[config.mk]
export PLATFORM = sky130hd
export DESIGN_NAME = branch_resolver
export DESIGN_NICKNAME = d
export VERILOG_FILES = /design/src/rtl/branch_resolver_pkg.sv /design/src/rtl/branch_resolver_cond_eval.sv /design/src/rtl/branch_resolver.sv
export SDC_FILE = /design/constraint.sdc
export NUM_CORES = 1
export LEC_CHECK = 0
export ABC_AREA = 1
export CAP_MARGIN = 20
export CORE_UTILIZATION = 35
export DETAILED_ROUTE_END_ITERATION = 12
export PLACE_DENSITY = 0.83
export SYNTH_ARGS = -nofsm -noshare
export SYNTH_HDL_FRONTEND = slang
export SYNTH_SLANG_ARGS = --single-unit
[constraint.sdc]
create_clock -name clk -period 1.3 [get_ports clk]
set_input_delay 0.13 -clock clk [delete_from_list [all_inputs] [get_ports clk]]
set_output_delay 0.13 -clock clk [all_outputs]
set_load 0.01 [all_outputs]
[src/rtl/branch_resolver_pkg.sv]
// Shared CPU definitions: condition codes, ALU flag bit positions and resolver FSM states.
package branch_resolver_pkg;

  localparam int FLAG_O = 3;
  localparam int FLAG_S = 2;
  localparam int FLAG_Z = 1;
  localparam int FLAG_C = 0;

  typedef enum logic [3:0] {
    COND_AL = 4'd0,
    COND_EQ = 4'd1,
    COND_NE = 4'd2,
    COND_MI = 4'd3,
    COND_PL = 4'd4,
    COND_CS = 4'd5,
    COND_CC = 4'd6,
    COND_VS = 4'd7,
    COND_VC = 4'd8,
    COND_GT = 4'd9,
    COND_GE = 4'd10,
    COND_LT = 4'd11,
    COND_LE = 4'd12,
    COND_HI = 4'd13,
    COND_LS = 4'd14,
    COND_NV = 4'd15
  } cond_e;

  typedef enum logic [1:0] {
    IDLE     = 2'd0,
    REDIRECT = 2'd1,
    FLUSH    = 2'd2
  } state_e;

endpackage

[src/rtl/branch_resolver_cond_eval.sv]
// Combinational branch condition evaluation against the {O,S,Z,C} flag register.
module branch_cond_eval
  import branch_resolver_pkg::*;
(
  input  logic [3:0] cond,
  input  logic [3:0] flags,
  output logic       taken
);

  logic o, s, z, c;

  assign o = flags[FLAG_O];
  assign s = flags[FLAG_S];
  assign z = flags[FLAG_Z];
  assign c = flags[FLAG_C];

  // C=1 means "no borrow", so unsigned above is C & !Z
  always_comb begin
    taken = 1'b0;
    case (cond_e'(cond))
      COND_AL: taken = 1'b1;
      COND_EQ: taken = z;
      COND_NE: taken = !z;
      COND_MI: taken = s;
      COND_PL: taken = !s;
      COND_CS: taken = c;
      COND_CC: taken = !c;
      COND_VS: taken = o;
      COND_VC: taken = !o;
      COND_GT: taken = !z && (s == o);
      COND_GE: taken = (s == o);
      COND_LT: taken = (s != o);
      COND_LE: taken = z || (s != o);
      COND_HI: taken = c && !z;
      COND_LS: taken = !c || z;
      default: taken = 1'b0;
    endcase
  end

endmodule

[src/rtl/branch_resolver.sv]
// Branch resolver: checks prediction, issues resolve pulse or redirect + flush sequence.
// Optional saturating statistics counters enabled by BRANCH_STATS_EN.
module branch_resolver
  import branch_resolver_pkg::*;
#(
  parameter int FLUSH_CYCLES = 2,
  parameter int XLEN         = 16
) (
  input  logic            clk,
  input  logic            rst_n,
  input  logic            br_valid,
  output logic            br_ready,
  input  logic [3:0]      br_cond,
  input  logic [XLEN-1:0] br_pc,
  input  logic [XLEN-1:0] br_target,
  input  logic            pred_taken,
  input  logic [3:0]      flags,
  input  logic            kill,
  output logic            resolve_valid,
  output logic            resolve_taken,
  output logic            redirect_valid,
  input  logic            redirect_ready,
  output logic [XLEN-1:0] redirect_pc,
  output logic            flush,
  output logic [15:0]     stat_branches,
  output logic [15:0]     stat_mispredicts
);

  localparam logic [2:0] FLUSH_INIT = 3'(FLUSH_CYCLES);

  state_e          state_q;
  logic [2:0]      cnt_q;
  logic            br_ready_q;
  logic            resolve_valid_q;
  logic            resolve_taken_q;
  logic            redirect_valid_q;
  logic            flush_q;
  logic [XLEN-1:0] redirect_pc_q;

  logic            taken;
  logic            accept;
  logic            mispredict;
  logic [XLEN-1:0] next_pc;

  branch_cond_eval u_cond_eval (
    .cond  (br_cond),
    .flags (flags),
    .taken (taken)
  );

  assign accept     = br_valid && (state_q == IDLE) && !kill;
  assign mispredict = accept && (taken != pred_taken);
  assign next_pc    = taken ? br_target : br_pc + XLEN'(1);

  // kill overrides every state; resolve_valid is a single-cycle pulse by default-low
  always_ff @(posedge clk or negedge rst_n) begin
    if (!rst_n) begin
      state_q          <= IDLE;
      cnt_q            <= 3'd0;
      br_ready_q       <= 1'b1;
      resolve_valid_q  <= 1'b0;
      resolve_taken_q  <= 1'b0;
      redirect_valid_q <= 1'b0;
      flush_q          <= 1'b0;
      redirect_pc_q    <= '0;
    end else begin
      resolve_valid_q <= 1'b0;
      if (kill) begin
        state_q          <= IDLE;
        cnt_q            <= 3'd0;
        br_ready_q       <= 1'b1;
        redirect_valid_q <= 1'b0;
        flush_q          <= 1'b0;
      end else begin
        case (state_q)
          IDLE: begin
            if (accept) begin
              resolve_taken_q <= taken;
              if (mispredict) begin
                redirect_pc_q    <= next_pc;
                redirect_valid_q <= 1'b1;
                flush_q          <= 1'b1;
                br_ready_q       <= 1'b0;
                state_q          <= REDIRECT;
              end else begin
                resolve_valid_q <= 1'b1;
              end
            end
          end
          REDIRECT: begin
            if (redirect_ready) begin
              redirect_valid_q <= 1'b0;
              if (FLUSH_CYCLES > 0) begin
                state_q <= FLUSH;
                cnt_q   <= FLUSH_INIT;
              end else begin
                state_q    <= IDLE;
                flush_q    <= 1'b0;
                br_ready_q <= 1'b1;
              end
            end
          end
          FLUSH: begin
            if (cnt_q <= 3'd1) begin
              state_q    <= IDLE;
              cnt_q      <= 3'd0;
              flush_q    <= 1'b0;
              br_ready_q <= 1'b1;
            end else begin
              cnt_q <= cnt_q - 3'd1;
            end
          end
          default: begin
            state_q    <= IDLE;
            br_ready_q <= 1'b1;
            flush_q    <= 1'b0;
          end
        endcase
      end
    end
  end

  assign br_ready       = br_ready_q;
  assign resolve_valid  = resolve_valid_q;
  assign resolve_taken  = resolve_taken_q;
  assign redirect_valid = redirect_valid_q;
  assign redirect_pc    = redirect_pc_q;
  assign flush          = flush_q;

`ifdef BRANCH_STATS_EN
  logic [15:0] stat_br_q;
  logic [15:0] stat_mis_q;

  always_ff @(posedge clk or negedge rst_n) begin
    if (!rst_n) begin
      stat_br_q  <= 16'd0;
      stat_mis_q <= 16'd0;
    end else begin
      if (accept && (stat_br_q != 16'hFFFF)) begin
        stat_br_q <= stat_br_q + 16'd1;
      end
      if (mispredict && (stat_mis_q != 16'hFFFF)) begin
        stat_mis_q <= stat_mis_q + 16'd1;
      end
    end
  end

  assign stat_branches    = stat_br_q;
  assign stat_mispredicts = stat_mis_q;
`else
  assign stat_branches    = 16'd0;
  assign stat_mispredicts = 16'd0;
`endif

endmodule

* Yosys cells after proc, flatten, opt, wreduce, memory -nomap -nowiden
Index checks and enable logic that the tools add are counted.
Widths: inputs -> output; s select.
** Operators by class
- Add/sub/neg operators :: 2
- Magnitude comparators :: 1
- Equal/unequal tests :: 24
- Muxes and demuxes :: 29
- Bitwise logic cells :: 1
- Reduce and logical (&&, ||, !) cells :: 22
** Operators with widths (count)
- $eq 4x4->1 const B :: 7
- $add 16x1->16 const B :: 1
- $eq 4x3->1 const B :: 4
- $mux 16 :: 1
- $reduce_and 4->1 :: 4
- $pmux 1 s15 :: 1
- $mux 1 :: 14
- $ne 3x3->1 const B :: 4
- $mux 2 :: 5
- $mux 3 :: 3
- $eq 4x2->1 const B :: 2
- $pmux 1 s3 :: 2
- $pmux 2 s3 :: 1
- $pmux 3 s2 :: 1
- $reduce_bool 3->1 :: 2
- $logic_and 1x1->1 :: 5
- $logic_not 1->1 :: 5
- $eq 4x1->1 const B :: 1
- $logic_not 4->1 :: 1
- $le 3x1->1 const B :: 1
- $reduce_and 3->1 :: 1
- $sub 3x1->3 const B :: 1
- $eq 2x1->1 const B :: 1
- $eq 2x2->1 const B :: 1
- other kinds (8) :: 10
** Word-level totals
- Register bits :: 26
- Input port bits :: 46
- Output and inout bits :: 53
- Logic and storage cells :: 87

* Longest topological paths before layout
- Depth in word-level cells :: 9
- Mapped depth :: 15
- Mapped depth without buffers :: 15

* Modules after synthesis
Synthesis repeated with hierarchy kept, for this count alone.
** Second synthesis, totals
- Cell total of the unflattened synthesis :: 329
- Area, all modules :: 2127.0 um^2
** By module, submodules not included
- branch_resolver :: instances 1, cells each 272, area an instance 1891.8 um^2, seq. area each 651.9 um^2
- branch_cond_eval :: instances 1, cells each 57, area an instance 235.2 um^2, seq. area each 0.0 um^2

* Worst setup path after synthesis
OpenSTA, ideal clock, no wires.
- Path type :: input-to-reg
- Start :: in br_pc[0]
- End :: reg redirect_pc_q[14], in the netlist redirect_pc[14]
- Library setup time :: 65 ps
- Data arrival time :: 1308 ps
- Data required time :: 1235 ps
- Path slack :: -73 ps
- Stages :: 10
- Buffers on the path :: 0
- Cells stage by stage :: ha_1 > nand2_1 > nor3b_1 > nand3_1 > nor3_1 > xor2_1 > nand2_1 > nand2_1 > nand2_1 > nand2_1
** Between the ends
- Word-level cells in the longest chain between the ends :: 2
** Ends and longest elaborated chain
- from (decl) :: line branch_resolver.sv:14 : input logic [XLEN-1:0] br_pc,
- $add 16x1->16 :: line branch_resolver.sv:53 : assign next_pc = taken ? br_target : br_pc + XLEN'(1);
- $mux 16 :: line branch_resolver.sv:53
- to (signal assigned) :: line branch_resolver.sv:80 : redirect_pc_q <= next_pc;
- to (decl) :: line branch_resolver.sv:38 : logic [XLEN-1:0] redirect_pc_q;
No other way between the ends.
A chain may end at the register's enable or synchronous reset.

* Worst setup path in the final report
- Start :: reg state_q[1]
- End :: reg cnt_q[2]
** Between the ends
- Word-level cells in the longest chain between the ends :: 3
- Elaborated cells on any way between the ends :: 7
- Those cells by class :: eq/ne: 3; mux: 2; reduce/logical: 2
** Ends and longest elaborated chain
- from (decl) :: line branch_resolver.sv:31 : state_e state_q;
- from (signal assigned) :: line branch_resolver.sv:58 : state_q <= IDLE;
- from (signal assigned) :: line branch_resolver.sv:69 : state_q <= IDLE;
- from (signal assigned) :: line branch_resolver.sv:84 : state_q <= REDIRECT;
- $eq 2x2->1 or $eq 2x1->1 (tied branches) :: line branch_resolver.sv:75 : case (state_q)
- $pmux 3 s2, or another cell as far along :: line branch_resolver.sv:75
- $mux 3 or $reduce_and 2->1 (tied branches)
- to (signal assigned) :: line branch_resolver.sv:110 : cnt_q <= cnt_q - 3'd1;
- to (decl) :: line branch_resolver.sv:32 : logic [2:0] cnt_q;
Parallel ways exist; a longest one is shown, timed or not.

==> results.ini <==
[critical_path]
crit_arrival_ps=1540
endpoint_kind=flip-flop
crit_fanout=3
worst-endpoint-required_ps=1450
critPathLaunchType=flip-flop
path_class=reg -> reg

[yosys]
ys_async_sr_fraction_pct=100
synth-main-ff-cell=dfrtp_1
synthCells=277
synthAdderAreaFrac_pct=1.27
ys_seq_elements=26
yosys-top-cells-area=dfrtp_1, nand2_1, buf_4
syn-mean-instance-area_um2=7.11
synthXorXnorAreaFrac_pct=6.22
yosysTopAreaCell=dfrtp_1
synthMuxAreaShare_pct=0
synth-seq-area-share_pct=33.1
synth_top_family_by_area=simple AND/OR/NAND/NOR gates
yosys_warnings=0
synth_simple_gate_area_share_pct=29.1
synth_area_um2=1970
ys_types=33
netlist.area_leader.share_pct=31.7
synth-edff-count=0
synth-compound-area-share_pct=10.6

[placed_design]
hpwl_um=3980
port-buffer-count=66
place_area_um2=2860
globalplace.congestion=0.820
place_inst=444

[clocking]
cts.reportedPaths.clkPinSlew_ps=90
cts_buffers=3
clock-root-buffer=clkbuf_8
hold_buffers=0
clock-sinks=26
insertion_delay_ps=270
clk_path_buf_depth=2
htree_levels=1
cts_tree=done

[power]
p_per_area_nw_per_um2=1010
power.leakage_nw=1.67
ir_drop_mv=0.475

[global_route]
grt_pass1_wl_um=8790
overflow=0
grt.total_usage_pct=18.2
grt_pass1_vias=2033
grt_max_degree=27
antenna_found_initial=0

[drt]
via_per_inst=4.59
first_pass_iters=4
finalWirelength_um=5480
routed-via-count=2119
remaining_drc_errors=0
ant_nets=0
drt_iter0_markers=94
wire_per_inst_um=11.9

[timing]
tns_ps=-1050
fmax_mhz=722
layout_setup_ws_ps=-85.3
finalHoldViolations=0
period_needed_ps=1390
fin_worst_skew_ps=2.81
drv_slew=0
rsz0062_at_grt=true
finalCritPeriodShare_pct=107
final-setup-viol-count=20

[floorplan]
fp.coreArea_um2=5270
die_w_um=77.0
rows=26
dieArea_um2=5930
num_io_pins=99
die_y_um=77.0
start_util_pct=37.4

[final_layout]
design_area_um2=3220
nFillCells=466
fin_nets=441
antennaDiodeCount=0
syn2layout_area_growth_pct=63.3
final_cell_mix=nand2_1, buf_4, conb_1
multi_input_area_um2=1250
register_area_um2=652
final_common_cell=nand2_1
drive_gt1_share_pct=31.6
fin_cells=462

[status]
violations=negative setup slack
status=finished with violations

[job]
cap_viol_max_count=0

[min_path]
hold_path.class=in -> async

## through the flow
step / power (mW) / hold WS (ps) / setup WS [ps] / util (%)
floorplan: 1.81 / -166 / -20.1 / -
global placement: 2.50 / 456 / -651 / 54.2
detailed placement: 2.54 / 466 / -756 / 54.2
CTS: 3.19 / 205 / -116 / 59.7
global route: 3.45 / 217 / -180 / 61.1
finish: 3.25 / 205 / -85.3 / 61.1
## flip-flops by register name, indices dropped and copies added (netlist names)
| signal | flops |
|---|---|
| br_ready | 1 |
| cnt_q | 3 |
| flush | 1 |
| redirect_pc | 16 |
| redirect_valid | 1 |
| resolve_taken | 1 |
| resolve_valid | 1 |
| state_q | 2 |
## kinds of logic after synthesis
logic type | count (synthesis)
flops | 26
fa+ha+maj | 2
compound gates | 33
other cells | 1
xor+xnor | 14
simple gates | 136
buf+inv | 65
## where the power goes
group	leakage (nW)	total, mW	switching [mW]	internal [mW]
clock	0.0357	0.661	0.249	0.412
combinational	1.30	1.42	0.733	0.688
sequential	0.328	1.17	0.140	1.03
total	1.67	3.25	1.12	2.13
## cells in the mapped netlist (all sizes together) (2+ instances only)
cell type   n
o31ai       9
inv        27
a21oi       5
ha          2
o21ai      15
nand2      75
nor2       37
xor2       10
dfrtp      25
nand4       4
xnor2       4
nand3      18
buf        37
## cell type report
class	instances	share of cell area (%)
Multi-Input combinational cell	217	39.0
Sequential cell	26	20.3
Inverter	28	3.58
Timing Repair Buffer	117	32.2
Tap cell	70	2.72
Clock buffer	3	1.28
Clock inverter	1	0.933
## repair_timing
action,4_1_cts,5_1_grt
endpoints found under the setup margin,43,25
setup buffers,11,2
resized for setup,87,35
cloned,1,0
pin swaps,22,15
## critical path: stages, from the launching register on
cell      delay (ps)
dfrtp_1          390
buf_4            140
buf_6            120
nand2_4           70
nand2_4           60
a21oi_4          120
inv_2             70
a21oi_2          130
o21bai_1         110
a31oi_1           50
## final timing paths
check	from	endpoint	slack (ps)	cells past startpoint
max	state_q[1]	cnt_q[2]	-90	9
min	rst_n	resolve_valid	200	2
max reg2reg	state_q[1]	cnt_q[2]	-90	9
min reg2reg	redirect_valid	redirect_valid	480	2
max in group asynchronous	rst_n	br_ready	860	2
min in group clk	br_pc[0]	redirect_pc[0]	320	5
## metal layers
layer  GRT usage (%)  wire (um)
met5               0          0
met4            5.28         95
met3            2.50        282
met1            21.9       2270
met2            33.4       2840
Note: power is estimated with default switching activity, not from simulation.
